==> config.mk <==
export PLATFORM = sky130hd
export DESIGN_NAME = uart_rx_param
export DESIGN_NICKNAME = d
export VERILOG_FILES = /design/src/rtl/uart_rx_param.sv
export SDC_FILE = /design/constraint.sdc
export NUM_CORES = 1
export LEC_CHECK = 0
export ABC_CLOCK_PERIOD_IN_PS = 6300
export CAP_MARGIN = 20
export CORE_UTILIZATION = 48
export CTS_BUF_LIST = sky130_fd_sc_hd__clkbuf_8
export DETAILED_ROUTE_END_ITERATION = 10
export PLACE_DENSITY_LB_ADDON = 0.08
export SLEW_MARGIN = 30
export SYNTH_ARGS = -nofsm -noshare
export SYNTH_HDL_FRONTEND = slang
export SYNTH_SLANG_ARGS = --single-unit
==> constraint.sdc <==
create_clock -name clk -period 6.3 [get_ports clk]
set_clock_uncertainty 0.2 [all_clocks]
set_input_delay 1.26 -clock clk [delete_from_list [all_inputs] [get_ports clk]]
set_output_delay 1.26 -clock clk [all_outputs]
set_load 0.02 [all_outputs]
==> src/rtl/uart_rx_param.sv <==
// -----------------------------------------------------------------------------
// uart_rx_param
// Parametrised UART receive core: 2-flop input synchroniser, oversampling
// counters, 3-sample majority vote, LSB-first deserializer, parity and stop
// checking, and the frame state machine.
//
// Parameters
//   DATA_W  data bits per frame (5..9)
//   OVS     clk cycles per bit, even (4..32)
//
// Ports
//   clk          oversampling clock
//   ARSTn        asynchronous active-low reset
//   RX_IN        serial line, idle high, LSB first
//   PAR_EN       1 = frame carries a parity bit       (latched at frame start)
//   PAR_TYP      0 = even parity, 1 = odd parity      (latched at frame start)
//   STOP2        1 = two stop bits, 0 = one stop bit  (latched at frame start)
//   P_DATA       last good received word, held until the next good frame
//   data_valid   1-clk pulse when P_DATA is updated
//   par_err      1-clk pulse at frame end on a parity mismatch
//   stp_err      1-clk pulse at frame end when a stop bit was sampled 0
//   strt_glitch  1-clk pulse when the start bit votes high (false start)
//   busy         high whenever the frame state machine is not idle
// -----------------------------------------------------------------------------
module uart_rx_param #(
    parameter int DATA_W = 8,
    parameter int OVS    = 8
) (
    input  logic              clk,
    input  logic              ARSTn,
    input  logic              RX_IN,
    input  logic              PAR_EN,
    input  logic              PAR_TYP,
    input  logic              STOP2,
    output logic [DATA_W-1:0] P_DATA,
    output logic              data_valid,
    output logic              par_err,
    output logic              stp_err,
    output logic              strt_glitch,
    output logic              busy
);

    localparam int EW = $clog2(OVS);
    localparam int BW = 4;

    localparam logic [EW-1:0] S0_C     = EW'(OVS / 2 - 1);
    localparam logic [EW-1:0] S1_C     = EW'(OVS / 2);
    localparam logic [EW-1:0] S2_C     = EW'(OVS / 2 + 1);
    localparam logic [EW-1:0] LAST_C   = EW'(OVS - 1);
    localparam logic [EW-1:0] E_ZERO_C = {EW{1'b0}};
    localparam logic [EW-1:0] E_ONE_C  = EW'(1'b1);
    localparam logic [BW-1:0] B_ZERO_C = {BW{1'b0}};
    localparam logic [BW-1:0] B_ONE_C  = BW'(1'b1);
    localparam logic [BW-1:0] DLAST_C  = BW'(DATA_W);

    localparam logic [2:0] ST_IDLE   = 3'd0;
    localparam logic [2:0] ST_START  = 3'd1;
    localparam logic [2:0] ST_DATA   = 3'd2;
    localparam logic [2:0] ST_PARITY = 3'd3;
    localparam logic [2:0] ST_STOP1  = 3'd4;
    localparam logic [2:0] ST_STOP2  = 3'd5;

    // Two-of-three majority used for every bit decision.
    function automatic logic maj3(input logic a, input logic b, input logic c);
        return (a & b) | (a & c) | (b & c);
    endfunction

    // High when the received parity bit disagrees with the accumulated data
    // parity corrected for the selected parity type.
    function automatic logic par_mismatch(input logic rx_bit, input logic acc, input logic odd);
        return rx_bit ^ acc ^ odd;
    endfunction

    logic              rx_meta_r, rxs_r;
    logic [2:0]        state_r, state_s;
    logic [EW-1:0]     edge_cnt_r, edge_cnt_s;
    logic [BW-1:0]     bit_cnt_r, bit_cnt_s;
    logic              smp0_r, smp0_s, smp1_r, smp1_s;
    logic [DATA_W-1:0] shreg_r, shreg_s;
    logic              par_acc_r, par_acc_s;
    logic              par_flag_r, par_flag_s;
    logic              stp_flag_r, stp_flag_s;
    logic              par_en_l_r, par_en_l_s;
    logic              par_typ_l_r, par_typ_l_s;
    logic              stop2_l_r, stop2_l_s;
    logic [DATA_W-1:0] p_data_r, p_data_s;
    logic              data_valid_r, data_valid_s;
    logic              par_err_r, par_err_s;
    logic              stp_err_r, stp_err_s;
    logic              strt_glitch_r, strt_glitch_s;
    logic              busy_r, busy_s;

    logic              vote_s;
    logic              at_s2_s;
    logic              at_last_s;
    logic              frame_end_s;
    logic              stp_now_s;

    // The S2 sample is taken live so the vote is ready in the S2 cycle itself.
    assign vote_s    = maj3(smp0_r, smp1_r, rxs_r);
    assign at_s2_s   = (edge_cnt_r == S2_C);
    assign at_last_s = (edge_cnt_r == LAST_C);

    // Next-state, datapath and output-pulse decode for the frame state machine.
    always_comb begin
        state_s       = state_r;
        edge_cnt_s    = edge_cnt_r;
        bit_cnt_s     = bit_cnt_r;
        smp0_s        = smp0_r;
        smp1_s        = smp1_r;
        shreg_s       = shreg_r;
        par_acc_s     = par_acc_r;
        par_flag_s    = par_flag_r;
        stp_flag_s    = stp_flag_r;
        par_en_l_s    = par_en_l_r;
        par_typ_l_s   = par_typ_l_r;
        stop2_l_s     = stop2_l_r;
        p_data_s      = p_data_r;
        data_valid_s  = 1'b0;
        par_err_s     = 1'b0;
        stp_err_s     = 1'b0;
        strt_glitch_s = 1'b0;
        frame_end_s   = 1'b0;
        stp_now_s     = stp_flag_r;

        // Oversampling counter and the two stored vote samples.
        if (state_r != ST_IDLE) begin
            edge_cnt_s = at_last_s ? E_ZERO_C : (edge_cnt_r + E_ONE_C);
            if (edge_cnt_r == S0_C) begin
                smp0_s = rxs_r;
            end else begin
                smp0_s = smp0_r;
            end
            if (edge_cnt_r == S1_C) begin
                smp1_s = rxs_r;
            end else begin
                smp1_s = smp1_r;
            end
        end else begin
            edge_cnt_s = E_ZERO_C;
        end

        case (state_r)
            ST_IDLE: begin
                bit_cnt_s = B_ZERO_C;
                if (!rxs_r) begin
                    state_s     = ST_START;
                    par_en_l_s  = PAR_EN;
                    par_typ_l_s = PAR_TYP;
                    stop2_l_s   = STOP2;
                    par_acc_s   = 1'b0;
                    par_flag_s  = 1'b0;
                    stp_flag_s  = 1'b0;
                end else begin
                    state_s = ST_IDLE;
                end
            end
            ST_START: begin
                if (at_s2_s && vote_s) begin
                    state_s       = ST_IDLE;
                    edge_cnt_s    = E_ZERO_C;
                    strt_glitch_s = 1'b1;
                end else if (at_last_s) begin
                    state_s   = ST_DATA;
                    bit_cnt_s = B_ONE_C;
                end else begin
                    state_s = ST_START;
                end
            end
            ST_DATA: begin
                // LSB arrives first, so shifting in from the MSB side leaves
                // bit 0 in position 0 after DATA_W bits.
                if (at_s2_s) begin
                    shreg_s   = {vote_s, shreg_r[DATA_W-1:1]};
                    par_acc_s = par_acc_r ^ vote_s;
                end else begin
                    shreg_s = shreg_r;
                end
                if (at_last_s) begin
                    bit_cnt_s = bit_cnt_r + B_ONE_C;
                    if (bit_cnt_r == DLAST_C) begin
                        state_s = par_en_l_r ? ST_PARITY : ST_STOP1;
                    end else begin
                        state_s = ST_DATA;
                    end
                end else begin
                    state_s = ST_DATA;
                end
            end
            ST_PARITY: begin
                if (at_s2_s && par_mismatch(vote_s, par_acc_r, par_typ_l_r)) begin
                    par_flag_s = 1'b1;
                end else begin
                    par_flag_s = par_flag_r;
                end
                if (at_last_s) begin
                    state_s   = ST_STOP1;
                    bit_cnt_s = bit_cnt_r + B_ONE_C;
                end else begin
                    state_s = ST_PARITY;
                end
            end
            ST_STOP1: begin
                if (at_s2_s) begin
                    if (stop2_l_r) begin
                        stp_flag_s = stp_flag_r | ~vote_s;
                    end else begin
                        frame_end_s = 1'b1;
                        stp_now_s   = stp_flag_r | ~vote_s;
                    end
                end else begin
                    stp_flag_s = stp_flag_r;
                end
                if (at_last_s && stop2_l_r) begin
                    state_s   = ST_STOP2;
                    bit_cnt_s = bit_cnt_r + B_ONE_C;
                end else begin
                    state_s = ST_STOP1;
                end
            end
            ST_STOP2: begin
                if (at_s2_s) begin
                    frame_end_s = 1'b1;
                    stp_now_s   = stp_flag_r | ~vote_s;
                end else begin
                    state_s = ST_STOP2;
                end
            end
            default: begin
                state_s    = ST_IDLE;
                edge_cnt_s = E_ZERO_C;
                bit_cnt_s  = B_ZERO_C;
            end
        endcase

        // Leave mid-stop-bit so a back-to-back start edge is not missed.
        if (frame_end_s) begin
            state_s    = ST_IDLE;
            edge_cnt_s = E_ZERO_C;
            bit_cnt_s  = B_ZERO_C;
            if (par_flag_r || stp_now_s) begin
                par_err_s = par_flag_r;
                stp_err_s = stp_now_s;
            end else begin
                p_data_s     = shreg_r;
                data_valid_s = 1'b1;
            end
        end else begin
            p_data_s = p_data_r;
        end

        busy_s = (state_s != ST_IDLE);
    end

    // Input synchroniser plus all state and registered outputs.
    always_ff @(posedge clk or negedge ARSTn) begin
        if (!ARSTn) begin
            rx_meta_r     <= 1'b1;
            rxs_r         <= 1'b1;
            state_r       <= ST_IDLE;
            edge_cnt_r    <= E_ZERO_C;
            bit_cnt_r     <= B_ZERO_C;
            smp0_r        <= 1'b0;
            smp1_r        <= 1'b0;
            shreg_r       <= {DATA_W{1'b0}};
            par_acc_r     <= 1'b0;
            par_flag_r    <= 1'b0;
            stp_flag_r    <= 1'b0;
            par_en_l_r    <= 1'b0;
            par_typ_l_r   <= 1'b0;
            stop2_l_r     <= 1'b0;
            p_data_r      <= {DATA_W{1'b0}};
            data_valid_r  <= 1'b0;
            par_err_r     <= 1'b0;
            stp_err_r     <= 1'b0;
            strt_glitch_r <= 1'b0;
            busy_r        <= 1'b0;
        end else begin
            rx_meta_r     <= RX_IN;
            rxs_r         <= rx_meta_r;
            state_r       <= state_s;
            edge_cnt_r    <= edge_cnt_s;
            bit_cnt_r     <= bit_cnt_s;
            smp0_r        <= smp0_s;
            smp1_r        <= smp1_s;
            shreg_r       <= shreg_s;
            par_acc_r     <= par_acc_s;
            par_flag_r    <= par_flag_s;
            stp_flag_r    <= stp_flag_s;
            par_en_l_r    <= par_en_l_s;
            par_typ_l_r   <= par_typ_l_s;
            stop2_l_r     <= stop2_l_s;
            p_data_r      <= p_data_s;
            data_valid_r  <= data_valid_s;
            par_err_r     <= par_err_s;
            stp_err_r     <= stp_err_s;
            strt_glitch_r <= strt_glitch_s;
            busy_r        <= busy_s;
        end
    end

    assign P_DATA      = p_data_r;
    assign data_valid  = data_valid_r;
    assign par_err     = par_err_r;
    assign stp_err     = stp_err_r;
    assign strt_glitch = strt_glitch_r;
    assign busy        = busy_r;

endmodule

==> impl_metrics.json, run 1 <==
{
  "synth-main-ff-cell": "dfrtp_1",
  "dieHeight_um": 66.6,
  "min_path_type": "flip-flop to flip-flop",
  "yosys_warnings": 0,
  "crit_chain": "clkdlybuf4s50_1",
  "violations": "DRC",
  "critPathSlowestCell": "clkdlybuf4s50_1",
  "rsz0062_at_grt": "false",
  "finalSetupTns_ns": 0,
  "routed_wl_mm": 3.41,
  "grt_overflow": 0,
  "critPathTopFamily": "buffers and inverters",
  "synth_top_area_share_pct": 48.7,
  "crit_path_start_kind": "flip-flop",
  "initial_core_util_pct": 50.1,
  "clkLatencyLatePin_ns": 0.29,
  "place_congestion": 0.754,
  "clkSlewWorstSetupHoldPaths_ns": 0.08,
  "grt_first_pass_wirelength_mm": 5.93,
  "ys_seq_area_share_pct": 51.3,
  "fin_crit_sh_pct": 43.1,
  "fillers": 332,
  "max_freq_ghz": 0.368,
  "cts_tree": "yes",
  "slew-limit-headroom_pct": 54.3,
  "yosysUniqueCellTypes": 52,
  "critical_path_arrival_ns": 1.26,
  "fin_area_um2": 2300,
  "yosys.area.top_type": "dfrtp_1",
  "antenna_cells": 0,
  "finalHoldViolCount": 0,
  "cellLeakagePower_nw": 1.05,
  "post-cts-setup-buffer-count": 0,
  "multi_input_area_um2": 901,
  "drv_cap": 0,
  "path_class": "flip-flop to output pin",
  "critPathRequiredTime_ns": 4.84,
  "syn_to_final_growth_pct": 14.8,
  "numCtsBuffers": 5,
  "post_dp_cell_area_um2": 2210,
  "period_needed_ns": 2.72,
  "wl_per_cell_um": 14.5,
  "clockRootBuffer": "clkbuf_8",
  "vias_per_cell": 5.61,
  "clock_sinks": 41,
  "htreeDepth": 2,
  "grt_max_degree": 42,
  "drc": 2,
  "num-nets-final": 197,
  "path_buf_inv": 1,
  "grt_pass1_vias": 1271,
  "syn_nets": 179,
  "synth_seq_cells": 41,
  "first_iter_violations": 37,
  "outcome": "finished, violations left",
  "die_area_um2": 4440,
  "finalSetupViolations": 0,
  "synth_most_common_cell": "dfrtp_1",
  "hpwl_mm": 2.45,
  "synthTopCellsByArea": "dfrtp_1 49%, mux2_1 11%, ha_1 4.4%",
  "via_count": 1318,
  "antenna_left": 0,
  "die_w_um": 66.6,
  "fin_hold_ws_ns": 0.158,
  "ff_latch_area_um2": 1030,
  "crit_fanout": 2,
  "clockBufferDepth": 2,
  "dr.pass1.iters": 7,
  "final_cell_count_no_fill": 235,
  "layout-drive-gt1-share_pct": 11.9,
  "fp.coreArea_um2": 4000,
  "fp-row-count": 23,
  "synth-edff-count": 0,
  "ctsResizeCount": 0,
  "worstSetupEndpointType": "output pin",
  "slowest_delay_ns": 0.60,
  "grt_util_all_layers_pct": 18.2,
  "hold_buffers": 0,
  "async_flop_share_pct": 100,
  "synth_common_cells": "39 x dfrtp_1, 19 x mux2_1, 11 x inv_1, 7 x ha_1",
  "max_slew.worst_pin.slew_ns": 0.685,
  "portBuffers": 18,
  "slew_violations": 0,
  "irDropWorstVdd_v": 0.000260,
  "syn_area_um2": 2000,
  "syn_area_per_cell_um2": 12.1,
  "antenna_found_initial": 0,
  "synth_cells": 166,
  "placed_cells": 227,
  "power_density_nw_per_um2": 352,
  "top_level_ports": 19
}
[registers in the layout, summed over array words and instances (netlist names), 3 cells and up]
name / cells
shreg_r: 8
P_DATA: 8
state_r: 3
bit_cnt_r: 4
edge_cnt_r: 3
[power breakdown]
part	total, W	leakage [nW]	internal [W]	switching (W)
Sequential	0.000376	0.538	0.000313	0.0000634
Combinational	0.000267	0.467	0.000124	0.000143
Clock	0.000166	0.0439	0.0000764	0.0000894
[per-layer routing]
metal	vias to the layer above	wire [um]	track usage, %
met2	26	1660	29.3
met1	651	1550	22.5
met3	9	128	4.62
met4	0	77	9.04
met5	-	0	0
li1	632	-	-
[placed cells by master (no fill, tap or decap), types with 2 or more instances in the layout]
master,instances
dfrtp_1,39
mux2_1,19
clkdlybuf4s50_1,17
inv_1,11
ha_1,7
nand3_1,6
nor2_1,6
clkbuf_8,5
nand2_1,4
a21oi_1,4
o21ai_1,4
nand3b_1,3
nand2b_1,3
o211ai_1,3
a2bb2oi_1,2
a21boi_1,2
nor2b_1,2
nor3b_1,2
a21o_1,2
a211o_1,2
o22ai_1,2
o32a_1,2
mux2i_1,2
o21a_1,2
nor3_4,2
clkinv_2,2
dfstp_2,2
[final timing paths]
check / start / to / slack (ns) / cells past startpoint
worst max-delay path: P_DATA[1] / P_DATA[1] / 3.58 / 1
worst min-delay path: rx_meta_r / rxs_r / 0.16 / 0
worst max register to register: edge_cnt_r[0] / busy / 3.99 / 6
worst min register to register: rx_meta_r / rxs_r / 0.16 / 0
max in group asynchronous: ARSTn / rxs_r / 4.82 / 1
min in group asynchronous: ARSTn / shreg_r[2] / 0.73 / 1
[cell families (layout without fill, tap and decap cells)]
kind of cell / count (synthesis) / count (layout) / synth area share, %
AO/OA/AOI/OAI: 33 / 33 / 12.2
adder cells (fa/ha/maj): 8 / 8 / 5.06
XOR/XNOR: 2 / 2 / 0.874
multiplexers: 22 / 22 / 12.2
flip-flops: 41 / 41 / 51.3
AND/OR/NAND/NOR: 41 / 41 / 14.5
buffers and inverters: 19 / 38 / 3.74
[stage by stage]
stage | total power, W | util, % | worst slack [ns]
finish | 0.000810 | 57.5 | 3.58
global placement | 0.000640 | 55.3 | 3.93
floorplan | 0.000587 | - | 4.30
global route | 0.000871 | 57.5 | 3.53
CTS | 0.000820 | 57.5 | 3.57
detailed placement | 0.000650 | 55.3 | 3.90
[final cells by class]
cell class	count	share of cell area, %
clock buffer	5	2.99
tap	50	2.72
sequential	41	44.7
inverter	12	1.96
timing repair buffer	18	7.72
multi-input combinational	106	39.2
clock inverter	3	0.761
Note: power is estimated with default switching activity, not from simulation.
==> run 2: changes to the inputs <==
Settings changed: ABC_CLOCK_PERIOD_IN_PS 6300 to 2200.
Clock period 6.3 ns to 2.2 ns, I/O delays scaled along.
==> run 2 against run 1 <==
  * The flow still finishes with violations (DRC)
  * Clock power grew to 4.3 times the previous value
  * Largest cell class unchanged
  * Hold slack gained 0.0053 ns
  * Final cell count grew 4.3%
  * Worst setup slack lost 3.4 ns
  * Count of clock-buffer cells in the layout is the same
  * Routed wire length grew 4.5%
  * Sequential power grew to 2.7 times the previous value
  * Global-route usage grew 0.78 points
  * Sequential share of layout area shrank 2.5 points
==> impl_metrics.json, run 2 (synthesized netlist as in run 1, its figures left out) <==
{
  "outcome": "finished, violations left",
  "violations": "DRC",
  "hpwl_mm": 2.57,
  "dieHeight_um": 66.6,
  "finalSetupTns_ns": 0,
  "clockRootBuffer": "clkbuf_8",
  "switching_power_w": 0.000876,
  "numCtsBuffers": 5,
  "ff_latch_area_um2": 1030,
  "multi_input_area_um2": 903,
  "power_density_nw_per_um2": 1080,
  "drc": 2,
  "num-nets-final": 207,
  "first_iter_violations": 62,
  "grt_pass1_vias": 1288,
  "place_congestion": 0.839,
  "fp.coreArea_um2": 4000,
  "grt_max_degree": 42,
  "p_int_w": 0.00176,
  "slew-limit-headroom_pct": 64.7,
  "clock_power_share_pct": 26.9,
  "fp-row-count": 23,
  "critPathRequiredTime_ns": 2.18,
  "slowest_delay_ns": 0.41,
  "fin_crit_sh_pct": 93.0,
  "fillers": 329,
  "top_level_ports": 19,
  "die_area_um2": 4440,
  "clkLatencyLatePin_ns": 0.29,
  "whs_path_depth": 0,
  "crit_fanout": 7,
  "dr.pass1.iters": 7,
  "comb_power_share_pct": 34.7,
  "crit_path_frequent_cell": "buf_4",
  "worstSetupEndpointType": "flip-flop",
  "clock_sinks": 41,
  "antenna_found_initial": 0,
  "seqPwrFrac_pct": 38.5,
  "syn_to_final_growth_pct": 21.7,
  "clockBufferDepth": 2,
  "initial_core_util_pct": 50.1,
  "cellLeakagePower_nw": 1.12,
  "critical_path_arrival_ns": 2.03,
  "htreeDepth": 2,
  "vias_per_cell": 5.58,
  "rsz0062_at_grt": "false",
  "dp_slack_ns": 0.0867,
  "period_needed_ns": 2.05,
  "max_slew.worst_pin.slew_ns": 0.525,
  "finalSetupViolations": 0,
  "fin_ws_ns": 0.154,
  "routed_wl_mm": 3.57,
  "slew_violations": 0,
  "cts_tree": "yes",
  "grt_first_pass_wirelength_mm": 6.13,
  "swShare_pct": 33.2,
  "antenna_left": 0,
  "via_count": 1367,
  "antenna_cells": 0,
  "rr_worst_depth": 7,
  "max_freq_ghz": 0.489,
  "critPathSlowestCell": "dfrtp_1",
  "wl_per_cell_um": 14.6,
  "final_cell_mix": "39 x dfrtp_1, 19 x mux2_1, 17 x clkdlybuf4s50_1",
  "clkSlewWorstSetupHoldPaths_ns": 0.08,
  "irDropWorstVdd_v": 0.000510,
  "grt_util_all_layers_pct": 19.0,
  "layout-drive-gt1-share_pct": 16.4,
  "finalHoldViolCount": 0,
  "crit_chain": "buf_4, ha_1, and2_1, buf_4, and4b_4, o21a_4, a22o_1",
  "portBuffers": 18,
  "min_path_type": "flip-flop to flip-flop",
  "drv_cap": 0,
  "crit_path_start_kind": "flip-flop",
  "grt_overflow": 0,
  "die_w_um": 66.6,
  "path_class": "flip-flop to flip-flop",
  "layout_commonest_cell": "dfrtp_1"
}
[run 2: worst paths after layout]
path / slack [ns] / end / start
min in group asynchronous: 0.44 / shreg_r[2] / ARSTn
hold / removal: 0.16 / rxs_r / rx_meta_r
setup / recovery: 0.15 / bit_cnt_r[1] / edge_cnt_r[0]
max in group asynchronous: 1.10 / rxs_r / ARSTn
hold reg to reg: 0.16 / rxs_r / rx_meta_r
setup reg to reg: 0.15 / bit_cnt_r[1] / edge_cnt_r[0]
[run 2: critical path, delay by kind of cell (launching register included)]
family / cells / cell delay, ns
compound gates: 2 / 0.43
fa+ha+maj: 1 / 0.22
buf+inv: 2 / 0.30
flops: 1 / 0.41
simple gates: 2 / 0.38
[run 2: metrics by stage]
| step | instance area [um2] | power, W | hold slack, ns | cells | util [%] |
|---|---|---|---|---|---|
| 2_1_floorplan | 2000 | 0.00168 | -0.0556 | 166 | - |
| 4_1_cts | 2430 | 0.00265 | 0.165 | 244 | 60.7 |
| 6_report | 2440 | 0.00264 | 0.163 | 245 | 61.0 |
| 5_1_grt | 2440 | 0.00281 | 0.165 | 245 | 61.0 |
| 3_5_place_dp | 2280 | 0.00193 | 0.153 | 235 | 57.1 |
| 3_3_place_gp | 2280 | 0.00190 | 0.146 | 235 | 57.1 |
[run 2: timing repair]
action	CTS	global route
resized for setup	0	1
setup buffers	0	1
setup endpoints to repair	0	2
hold endpoints to repair	39	0
hold buffers	1	0
[run 2: layer usage]
| layer | vias up | GRT usage (%) | part of all wire (%) |
|---|---|---|---|
| met3 | 7 | 5.82 | 4.4 |
| met4 | 0 | 5.59 | 1.2 |
| met5 | - | 0 | 0 |
| li1 | 652 | - | - |
| met2 | 33 | 31.4 | 50 |
| met1 | 675 | 23.6 | 44 |
[run 2: cell type report]
class,count,area share [%]
clock buffer,5,2.82
sequential,41,42.2
clock inverter,3,2.67
tap,50,2.57
timing repair buffer,28,10.9
multi-input combinational,106,37.0
inverter,12,1.85
[run 2: power groups by stage]
stage               clock, W  combinational [W]  sequential [W]
global placement           0           0.000876         0.00102
finish              0.000709           0.000914         0.00101
detailed placement         0           0.000897         0.00103
CTS                 0.000725           0.000905         0.00102
floorplan                  0           0.000675         0.00101
global route        0.000759            0.00101         0.00104
